[src/rtl/seq_detector_param.sv]
// Serial bit-sequence detector for a compile-time N-bit pattern (MSB received first),
// with run-time overlap selection, registered match pulse and saturating match counter.
module seq_detector_param #(
  parameter int N       = 4,
  parameter     PATTERN = 4'b1001,
  parameter int CNT_W   = 8
) (
  input  logic                       clk,
  input  logic                       rst,
  input  logic                       in_valid,
  input  logic                       in,
  input  logic                       overlap,
  input  logic                       cnt_clr,
  output logic                       match,
  output logic [CNT_W-1:0]           match_cnt,
  output logic [$clog2(N+1)-1:0]     fill
);

  localparam int FW = $clog2(N+1);
  localparam logic [N-1:0]     PAT       = N'(PATTERN);
  localparam logic [FW-1:0]    FILL_FULL = FW'(N);
  localparam logic [CNT_W-1:0] CNT_MAX   = {CNT_W{1'b1}};

  generate
    if (N < 2 || N > 32) begin : g_bad_n
      $error("seq_detector_param: N must lie in 2..32");
    end
    if ($bits(PATTERN) != N) begin : g_bad_pattern
      $error("seq_detector_param: PATTERN width must equal N");
    end
    if (CNT_W < 1 || CNT_W > 32) begin : g_bad_cnt_w
      $error("seq_detector_param: CNT_W must lie in 1..32");
    end
  endgenerate

  logic [N-1:0]     hist_reg;
  logic [N-1:0]     hist_next;
  logic [FW-1:0]    fill_reg;
  logic [FW-1:0]    fill_next;
  logic             match_reg;
  logic [CNT_W-1:0] cnt_reg;
  logic             hit;

  // Newest bit enters at the LSB so the oldest held bit lines up with PATTERN's MSB.
  assign hist_next[0] = in;
  generate
    for (genvar gi = 1; gi < N; gi++) begin : g_shift
      assign hist_next[gi] = hist_reg[gi-1];
    end
  endgenerate

  always_comb begin
    fill_next = (fill_reg == FILL_FULL) ? fill_reg : fill_reg + FW'(1);
    hit       = in_valid && (fill_next == FILL_FULL) && (hist_next == PAT);
  end

  always_ff @(posedge clk) begin
    if (rst) begin
      hist_reg  <= '0;
      fill_reg  <= '0;
      match_reg <= 1'b0;
      cnt_reg   <= '0;
    end else begin
      match_reg <= hit;
      if (in_valid) begin
        hist_reg <= hist_next;
        // Emptying the fill count is enough to keep pre-hit bits out of the next match.
        fill_reg <= (hit && !overlap) ? '0 : fill_next;
      end
      if (cnt_clr) begin
        cnt_reg <= hit ? CNT_W'(1) : '0;
      end else if (hit && cnt_reg != CNT_MAX) begin
        cnt_reg <= cnt_reg + CNT_W'(1);
      end
    end
  end

  assign match     = match_reg;
  assign match_cnt = cnt_reg;
  assign fill      = fill_reg;

endmodule
[config.mk]
export PLATFORM = sky130hd
export DESIGN_NAME = seq_detector_param
export DESIGN_NICKNAME = d
export VERILOG_FILES = /design/src/rtl/seq_detector_param.sv
export SDC_FILE = /design/constraint.sdc
export NUM_CORES = 1
export LEC_CHECK = 0
export BUFFER_PORTS_ARGS = -buffer_cell sky130_fd_sc_hd__buf_4
export CORE_MARGIN = 5
export CORE_UTILIZATION = 46
export CTS_BUF_LIST = sky130_fd_sc_hd__clkbuf_2 sky130_fd_sc_hd__clkbuf_4 sky130_fd_sc_hd__clkbuf_8
export DETAILED_ROUTE_END_ITERATION = 10
export GPL_ROUTABILITY_DRIVEN = 0
export PLACE_DENSITY = 0.78
export SLEW_MARGIN = 20
export SYNTH_ARGS = -nofsm -noshare
export SYNTH_HDL_FRONTEND = slang
export SYNTH_SLANG_ARGS = --single-unit
[constraint.sdc]
create_clock -name clk -period 1.9 [get_ports clk]
set_input_delay 0.095 -clock clk [delete_from_list [all_inputs] [get_ports clk]]
set_output_delay 0.095 -clock clk [all_outputs]
set_load 0.01 [all_outputs]
==> metrics <==
final antenna-violating net count=0; Slew headroom=67.7%; Power Density=just under 600 nW/um^2; Overall Global Routing Usage=14.9%; clk_skew=0.00628 ns; largest net degree at the start of global routing=16; mux cell area share after synthesis=5.06%; LEAKAGE=0.423 nW; post-route design area=around 1100 um^2; Max Cap Viol=0; fillcell total=155; first-pass GRT wire length=3010 um; Worst Hold Path Cells=2; global route overflow=0; Startpoint Class=flop; most common cell after layout, fill and taps aside=buf_4; Worst EP required=2.12 ns; H-tree levels=1; clk buf depth=2; #FFs+latches synth=15; Placed Cells=124; Synth-to-Final Area Change=34.3%; yosys warns=0; worst reg2reg path endpoint=match_cnt[5]$_SDFFE_PP0P_; Netlist Area Pre-Place=791 um^2; Worst Tran Pin Value=0.482 ns; fin cells=132; die footprint=about 2600 um^2; DIE HEIGHT=~50 um; insertion delay to the later sink of the worst-skew pair=roughly 0.28 ns; Max Fclk=532 MHz; Pins Over Slew Limit=0; number of global-route vias before repair=a little over 700; clock power share=around 31%; Seq/Total Area, Yosys=38.0%; unique cell type count in the Yosys netlist=37; Util after Layout=62.9%; Rows=15; WP data arrival=2.10 ns; WL final=1820 um; Post-Synth Adder-Cell Area=4.75%; Min-Delay Startpoint=rst; final setup vio count=0; Hold-fix buffers, CTS=0; combinational cell fraction of total power=16.5%; Total Nets Final=between 100 and 150; DP Area=around 950 um^2; RSZ-0062 raised after global routing=true; share of layout cells above drive strength 1=40.0%; R2R Setup Slk=0.02 ns; Mapped Nets=97; Die X=roughly 51 um; Crit. End Element=flop; core area=roughly 1700 um^2; Final Hold Fails=0; clock root cell=clkbuf_4; number of antenna diodes=0; wire per inst=approximately 14 um; syn_area_per_cell=roughly 9 um^2; clock slew at reported path FFs=0.09 ns; Synth Area in Simple Gates=28.2%; R2R depth=7; Internal Power=0.000469 W; CP Class=flop to flop; Post-DP HPWL=1250 um; CTS tree=yes; 1st-pass router iterations=4; initial antenna violation count=0; buffers added on ports=17; synthesized instance count=88; switching part of the total=between 20% and 30%; VDD IR-drop max=0.000396 V; Hold Path Class=primary input to flop; Worst Hold End=match$_SDFF_PP0_; Switch Pwr=0.000155 W; Initial Utilization=46.8%; Flop pwr share=52.5%; Synth Area in XOR/XNOR=1.11%; I/O Pins=18; DR DRC count=0; max reg flops=8; minimum clock period=1.88 ns; commonest non-fill, non-tap cells in the layout=25 x buf_4, 14 x dfxtp_1, 11 x nor2_1; Clock Sinks=15; R2R Path Start=fill[1]$_SDFFE_PP0P_; number of DRC markers in iteration 0=24; Tcrit/Tclk final=99.0%; Compound-Gate Fraction of Synth Area=around a fifth; Vias/cell=~5.6; worst-path fanout max=7; largest family of logic cells by synthesized area=simple AND/OR/NAND/NOR gates; status=completed; TritonCTS Buffers=3; via count=744
==> through the flow <==
stage	worst slack [ns]	setup TNS, ns	hold WS, ns	total power, W
final	0.0188	0	0.0547	0.000624
after global routing	-0.0903	-0.0921	0.0615	0.000660
after CTS	0.0193	0	0.0521	0.000613
after detailed placement	-0.0607	-0.221	0.353	0.000415
after global placement	0.0392	0	0.354	0.000413
after floorplan	0.0671	0	0.279	0.000381
==> how the worst max path moves through the flow <==
stage	end	slack [ns]	from
after floorplan	match_cnt[4]$_SDFFE_PP0P_	0.07	fill[0]$_SDFFE_PP0P_
after global placement	match_cnt[5]$_SDFFE_PP0P_	0.04	fill[1]$_SDFFE_PP0P_
after detailed placement	match_cnt[5]$_SDFFE_PP0P_	-0.06	fill[1]$_SDFFE_PP0P_
after CTS	match_cnt[5]$_SDFFE_PP0P_	0.02	fill[1]$_SDFFE_PP0P_
after global routing	match_cnt[5]$_SDFFE_PP0P_	-0.09	fill[1]$_SDFFE_PP0P_
final	match_cnt[5]$_SDFFE_PP0P_	0.02	fill[1]$_SDFFE_PP0P_
==> cells by family after synthesis <==
| family | count (synthesis) |
|---|---|
| compound gates | 20 |
| xor+xnor | 1 |
| fa+ha+maj | 3 |
| buf+inv | 6 |
| flops | 15 |
| mux | 4 |
| simple gates | 39 |
==> critical path, cell delays in order, from the launching register on <==
cell and delay, ns:
dfxtp_2 0.33, inv_2 0.08, ha_4 0.15, a21o_1 0.14, nor4b_4 0.30, o211ai_4 0.16
or4_4 0.54, a21oi_2 0.12
==> final cells by class <==
type	count	area (um^2)	share of cell area [%]
clock buffer	4	30.0	2.83
tap	17	21.3	2.00
sequential	15	302	28.4
multi-input combinational	68	510	48.1
inverter	3	11.3	1.06
timing repair buffer	25	188	17.7
==> synthesized netlist by cell type <==
| master | number | share of area [%] |
|---|---|---|
| dfxtp_1 | 15 | 38 |
| o41ai_1 | 2 | 2.2 |
| o32ai_1 | 1 | 1.1 |
| xnor2_1 | 1 | 1.1 |
| o211ai_1 | 2 | 1.9 |
| or4_4 | 1 | 1.4 |
| inv_1 | 3 | 1.4 |
| o31a_1 | 1 | 1.1 |
| nand2b_1 | 4 | 3.2 |
| o21a_1 | 1 | 0.95 |
| o211ai_2 | 1 | 1.6 |
| a21oi_1 | 6 | 3.8 |
| nand2_1 | 8 | 3.8 |
| or3b_2 | 1 | 1.1 |
| o31ai_1 | 1 | 0.95 |
| o311ai_0 | 1 | 1.1 |
| or4_1 | 3 | 2.8 |
| a21o_1 | 1 | 0.95 |
| buf_6 | 1 | 1.4 |
| clkbuf_1 | 1 | 0.47 |
| nand3_1 | 2 | 1.3 |
| nor3_2 | 1 | 1.3 |
| nor2_1 | 11 | 5.2 |
| and3_2 | 1 | 0.95 |
| ha_1 | 3 | 4.7 |
| or3_2 | 1 | 0.95 |
| nand3_2 | 1 | 1.3 |
| and2_1 | 1 | 0.79 |
| nor3_1 | 1 | 0.63 |
| o21ai_0 | 1 | 0.63 |
| nor2b_1 | 1 | 0.79 |
| o22a_1 | 1 | 1.1 |
| mux2i_1 | 4 | 5.1 |
| buf_4 | 1 | 0.95 |
| nor4b_2 | 1 | 1.9 |
| or2_2 | 1 | 0.79 |
| a32o_1 | 1 | 1.3 |
==> per-layer routing <==
layer  vias to the layer above  share of wire (%)  GRT usage, %
met5                         -                  0             0
met4                         0                2.2          7.86
met3                         4                3.3          2.62
met2                        18                 50          23.7
met1                       340                 45          19.0
li1                        382                  -             -
==> power by group through the flow <==
stage          sequential, W  combinational, W  clock [W]
6_report            0.000328          0.000103   0.000193
5_1_grt             0.000329          0.000114   0.000217
4_1_cts             0.000327         0.0000869   0.000199
3_5_place_dp        0.000333         0.0000822          0
3_3_place_gp        0.000333         0.0000800          0
2_1_floorplan       0.000337         0.0000447          0
==> what timing repair did <==
action	CTS	global route
pin swaps	0	5
gates cloned	0	1
setup endpoints to repair	9	9
resized for setup	2	8
setup buffers	0	3
Power figures use the tool's default switching activity.
